File: config.mk
export PLATFORM = sky130hd
export DESIGN_NAME = wb_wbuf
export DESIGN_NICKNAME = d
export VERILOG_FILES = /design/src/rtl/wb_wbuf.sv
export SDC_FILE = /design/constraint.sdc
export NUM_CORES = 1
export LEC_CHECK = 0
export ABC_AREA = 0
export ABC_CLOCK_PERIOD_IN_PS = 2900
export CAP_MARGIN = 5
export CORE_MARGIN = 1
export CORE_UTILIZATION = 40
export DETAILED_ROUTE_END_ITERATION = 12
export PLACE_DENSITY = 0.74
export SYNTH_ARGS = -nofsm -noshare
export SYNTH_HDL_FRONTEND = slang
export SYNTH_SLANG_ARGS = --single-unit
File: constraint.sdc
create_clock -name wb_clk -period 2.9 [get_ports wb_clk]
set_clock_uncertainty 0.1 [all_clocks]
set_input_delay 0.58 -clock wb_clk [delete_from_list [all_inputs] [get_ports wb_clk]]
set_output_delay 0.58 -clock wb_clk [all_outputs]
set_load 0.02 [all_outputs]
File: src/rtl/wb_wbuf.sv
// Posted-write buffer between a CPU data bus and a Wishbone arbiter port.
// Writes are acked at once and drained in order; reads wait for the drain.
module wb_wbuf #(
  parameter int DEPTH = 4
) (
  input  logic        wb_clk,
  input  logic        wb_rst_n,
  input  logic        s_cyc,
  input  logic        s_we,
  input  logic [3:0]  s_sel,
  input  logic [31:0] s_adr,
  input  logic [31:0] s_dat,
  output logic        s_ack,
  output logic [31:0] s_rdt,
  output logic        m_cyc,
  output logic        m_we,
  output logic [3:0]  m_sel,
  output logic [31:0] m_adr,
  output logic [31:0] m_dat,
  input  logic        m_ack,
  input  logic [31:0] m_rdt,
  output logic        wbuf_empty
);

  localparam int PW = (DEPTH > 1) ? $clog2(DEPTH) : 1;
  localparam int CW = $clog2(DEPTH + 1);
  localparam logic [CW-1:0] FULL = CW'(DEPTH);

  typedef enum logic [1:0] {
    IDLE,
    WRITE,
    READ,
    GAP
  } state_t;

  state_t state, state_n;

  logic [31:0]   fifo_adr [DEPTH];
  logic [31:0]   fifo_dat [DEPTH];
  logic [3:0]    fifo_sel [DEPTH];
  logic [PW-1:0] wr_ptr, rd_ptr;
  logic [CW-1:0] count;

  logic push, pop, rd_done;

  // Acceptance looks only at the registered count and s_ack,
  // never at the FSM, so posting continues during a drain.
  assign push    = s_cyc & s_we & ~s_ack & (count != FULL);
  assign pop     = (state == WRITE) & m_ack;
  assign rd_done = (state == READ) & m_ack;

  always_ff @(posedge wb_clk) begin
    if (push) begin
      fifo_adr[wr_ptr] <= s_adr;
      fifo_dat[wr_ptr] <= s_dat;
      fifo_sel[wr_ptr] <= s_sel;
    end
  end

  always_ff @(posedge wb_clk or negedge wb_rst_n) begin
    if (!wb_rst_n) begin
      wr_ptr <= '0;
      rd_ptr <= '0;
      count  <= '0;
    end else begin
      if (push) wr_ptr <= wr_ptr + PW'(1);
      if (pop)  rd_ptr <= rd_ptr + PW'(1);
      case ({push, pop})
        2'b10:   count <= count + CW'(1);
        2'b01:   count <= count - CW'(1);
        default: count <= count;
      endcase
    end
  end

  always_ff @(posedge wb_clk or negedge wb_rst_n) begin
    if (!wb_rst_n) begin
      state <= IDLE;
      s_ack <= 1'b0;
      s_rdt <= '0;
    end else begin
      state <= state_n;
      s_ack <= push | rd_done;
      s_rdt <= rd_done ? m_rdt : '0;
    end
  end

  always_comb begin
    state_n = state;
    m_cyc   = 1'b0;
    m_we    = 1'b0;
    m_sel   = '0;
    m_adr   = '0;
    m_dat   = '0;
    unique case (state)
      IDLE: begin
        if (count != '0)
          state_n = WRITE;
        else if (s_cyc & ~s_we & ~s_ack)
          state_n = READ;
      end
      WRITE: begin
        m_cyc = 1'b1;
        m_we  = 1'b1;
        m_sel = fifo_sel[rd_ptr];
        m_adr = fifo_adr[rd_ptr];
        m_dat = fifo_dat[rd_ptr];
        if (m_ack) state_n = GAP;
      end
      READ: begin
        m_cyc = 1'b1;
        m_adr = s_adr;
        if (m_ack) state_n = GAP;
      end
      GAP: state_n = IDLE;
      default: state_n = IDLE;
    endcase
  end

  assign wbuf_empty = (count == '0) & (state != WRITE);

endmodule

==> run_results.csv <==
group,metric,value,unit
die,fp.dieH,176,um
min_path,hold_path.class,"input pin to asynchronous set/reset pin",
die,die_w,176,um
layout,antenna_cells,0,
synth,syn_area,12200,um^2
sta,setup_ws,31.3,ps
worst_setup_path,crit_arrival,2190,ps
pwr,power_density,929,nW/um^2
sta,maxSlewHeadroom,0.488,
placed_design,place_area,15000,um^2
sta,finalHoldViolations,0,
pwr,irDropWorstVdd,0.504,mV
clock_tree,clock-sinks,314,
pwr,power.share.switching,0.308,
detailed_routing,viasPerCell,5.10,
clock_tree,worstSkewPairLatency,490,ps
worst_setup_path,start_kind,"flop",
clock_tree,cts_tree,"done",
synth,async_flop_share,0.134,
flow_run,maxCapViolations,0,
synth,syn_inst,635,
pwr,power_frac_seq,0.379,
pwr,leakagePower,0.00614,uW
synth,avgSynthCellArea,19.2,um^2
worst_setup_path,endpoint_kind,"primary output",
sta,tightest_slew,768,ps
detailed_routing,post_drt_wl_per_cell,19.3,um
clock_tree,clock_path_buffers,3,
die,core_area,29800,um^2
worst_setup_path,cp_max_fo,18,
placed_design,gp_congestion,0.739,
sta,period_minus_slack,2870,ps
clock_tree,clkTransAtPathRegs,60,ps
global_routing,antenna_found_initial,0,
sta,setup_viol,0,
sta,slew_viol_final,0,
clock_tree,root_buffer,"clkbuf_16",
synth,yosys_warnings,0,
global_routing,track_usage,0.162,
layout,drive_gt1_frac,0.208,
pwr,power.internal,10200,uW
die,initial_core_util,0.408,
global_routing,grt_max_degree,40,
detailed_routing,drt_iter0_drc,430,
die,rows,63,
detailed_routing,drc,0,
synth,synth_edf_count,272,
synth,synth_cell_types,33,
synth,synth_flop_cell,"edfxtp_1",
die,dieArea,31100,um^2
placed_design,preCtsSetupSlack,92.2,ps
global_routing,grt_pass1_vias,6896,
pwr,p_clk_frac,0.273,
detailed_routing,antenna_left,0,
synth,synth_nets,749,
detailed_routing,drt_wl_total,24.9,mm
clock_tree,cts_max_level,2,
placed_design,io_buffers,208,
sta,fmax,0.349,GHz
pwr,comb_power_share,0.348,
layout,design_area,15900,um^2
layout,syn_to_final_growth,30.8,%
die,pin_count,209,
sta,rsz0062_at_grt,"true",
global_routing,grt_pass1_wl,38.6,mm
worst_setup_path,critPathKind,"flop to primary output",
global_routing,grt_overflow_total,0,
sta,finalCritPeriodShare,0.989,
worst_setup_path,cp_data_required_time,2220,ps
synth,ys_seq_elements,314,
synth,yosysSeqAreaShare,0.758,
placed_design,hpwl,15.1,mm
clock_tree,cts_made_buffers,34,
status,outcome,"complete, no violations",
detailed_routing,vias,6591,
layout,nets,993,
detailed_routing,dr.pass1.iters,5,
pwr,p_sw,4550,uW
-- final cells by class --
class	instances	area, um^2
Clock buffer	44	910
Clock inverter	15	129
Fill cell	2361	13900
Inverter	9	33.8
Multi-Input combinational cell	275	2750
Sequential cell	314	9230
Tap cell	390	488
Timing Repair Buffer	245	2370
-- flip-flops by register name (all words and copies together), names as in the netlist --
signal / cells
count: 3
fifo_adr: 128
fifo_dat: 128
fifo_sel: 16
rd_ptr: 2
s_ack: 1
s_rdt: 32
state: 2
wr_ptr: 2
-- Yosys cell counts (2+ instances only) --
| cell | instances | share of area |
|---|---|---|
| clkbuf_1 | 12 | 0.0037 |
| buf_6 | 5 | 0.0046 |
| and2_1 | 42 | 0.022 |
| nor2_1 | 2 | 0.00062 |
| o22ai_1 | 32 | 0.016 |
| inv_1 | 9 | 0.0028 |
| and3_1 | 33 | 0.017 |
| xnor2_1 | 3 | 0.0022 |
| a21oi_1 | 3 | 0.0012 |
| edfxtp_1 | 272 | 0.67 |
| buf_2 | 16 | 0.0066 |
| ha_1 | 8 | 0.0082 |
| a21o_1 | 33 | 0.020 |
| xor2_1 | 3 | 0.0022 |
| buf_4 | 3 | 0.0019 |
| dfrtp_1 | 42 | 0.086 |
| nand2_1 | 3 | 0.00093 |
| mux4_2 | 36 | 0.067 |
| mux2i_1 | 64 | 0.053 |
-- cells in the final DEF, fill, tap and decap left out, drive strengths merged, types with 14 or more instances in the layout --
master,Yosys,final
a21o,33,33
and2,42,42
and3,33,33
buf,25,73
clkbuf,12,60
clkdlybuf4s15,0,14
clkdlybuf4s50,0,138
dfrtp,42,42
edfxtp,272,272
mux2i,64,64
mux4,36,36
o22ai,32,32
-- per-layer routing --
metal  track usage  up-vias  wire (um)  part of all wire
met5             0        -          0                 0
met4        0.0489        0        578             0.023
met3        0.0295       47       1550             0.062
met2         0.272      226      12200              0.49
met1         0.215     3325      10600              0.42
li1              -     2993          -                 -
-- per-stage QoR --
stage                     hold WS, ps  cells  TNS (ps)  total power (uW)  utilization
after floorplan                   184    635         0              8880            -
after global placement            439   1222         0             11000        0.502
after detailed placement          449   1222         0             11000        0.502
after CTS                        63.7   1289     -74.6             14900        0.537
after global routing              104   1292     -87.3             15500        0.534
final                            56.1   1292         0             14800        0.534
-- power by group through the flow --
stage,logic (uW),registers [uW],clock network [uW]
detailed placement,5310,5740,0
global route,5550,5650,4310
CTS,5210,5620,4120
finish,5150,5610,4030
global placement,5270,5720,0
floorplan,3160,5720,0
-- cell families after synthesis --
family,Yosys count,share of synthesized area
compound gates,72,0.0417
xor+xnor,6,0.00432
fa+ha+maj,9,0.00987
buf+inv,46,0.0198
flops,314,0.758
mux,101,0.120
simple gates,87,0.0463
-- repair_timing --
item,in CTS,in global routing
endpoints found under the hold margin,0,0
resized for setup,171,64
buffers inserted,8,2
hold buffers,0,0
endpoints found under the setup margin,70,55
gates cloned,0,1
-- worst max-delay path: stages (launching register included) --
cell and delay [ps]:
dfrtp_2 430, buf_12 200, buf_6 130, mux4_2 480, and2_1 170, clkdlybuf4s15_2 270
-- worst paths after layout --
kind / startpoint / to / slack (ps) / depth (start not counted)
max: rd_ptr[0] / m_sel[1] / 30 / 5
min: wb_rst_n / s_rdt[26] / 60 / 1
max reg2reg: state[1] / count[2] / 520 / 10
min reg2reg: count[0] / count[0] / 460 / 1
max in group asynchronous: wb_rst_n / state[0] / 1980 / 2
min in group wb_clk: count[0] / count[0] / 460 / 1
Note: power is estimated with default switching activity, not from simulation.
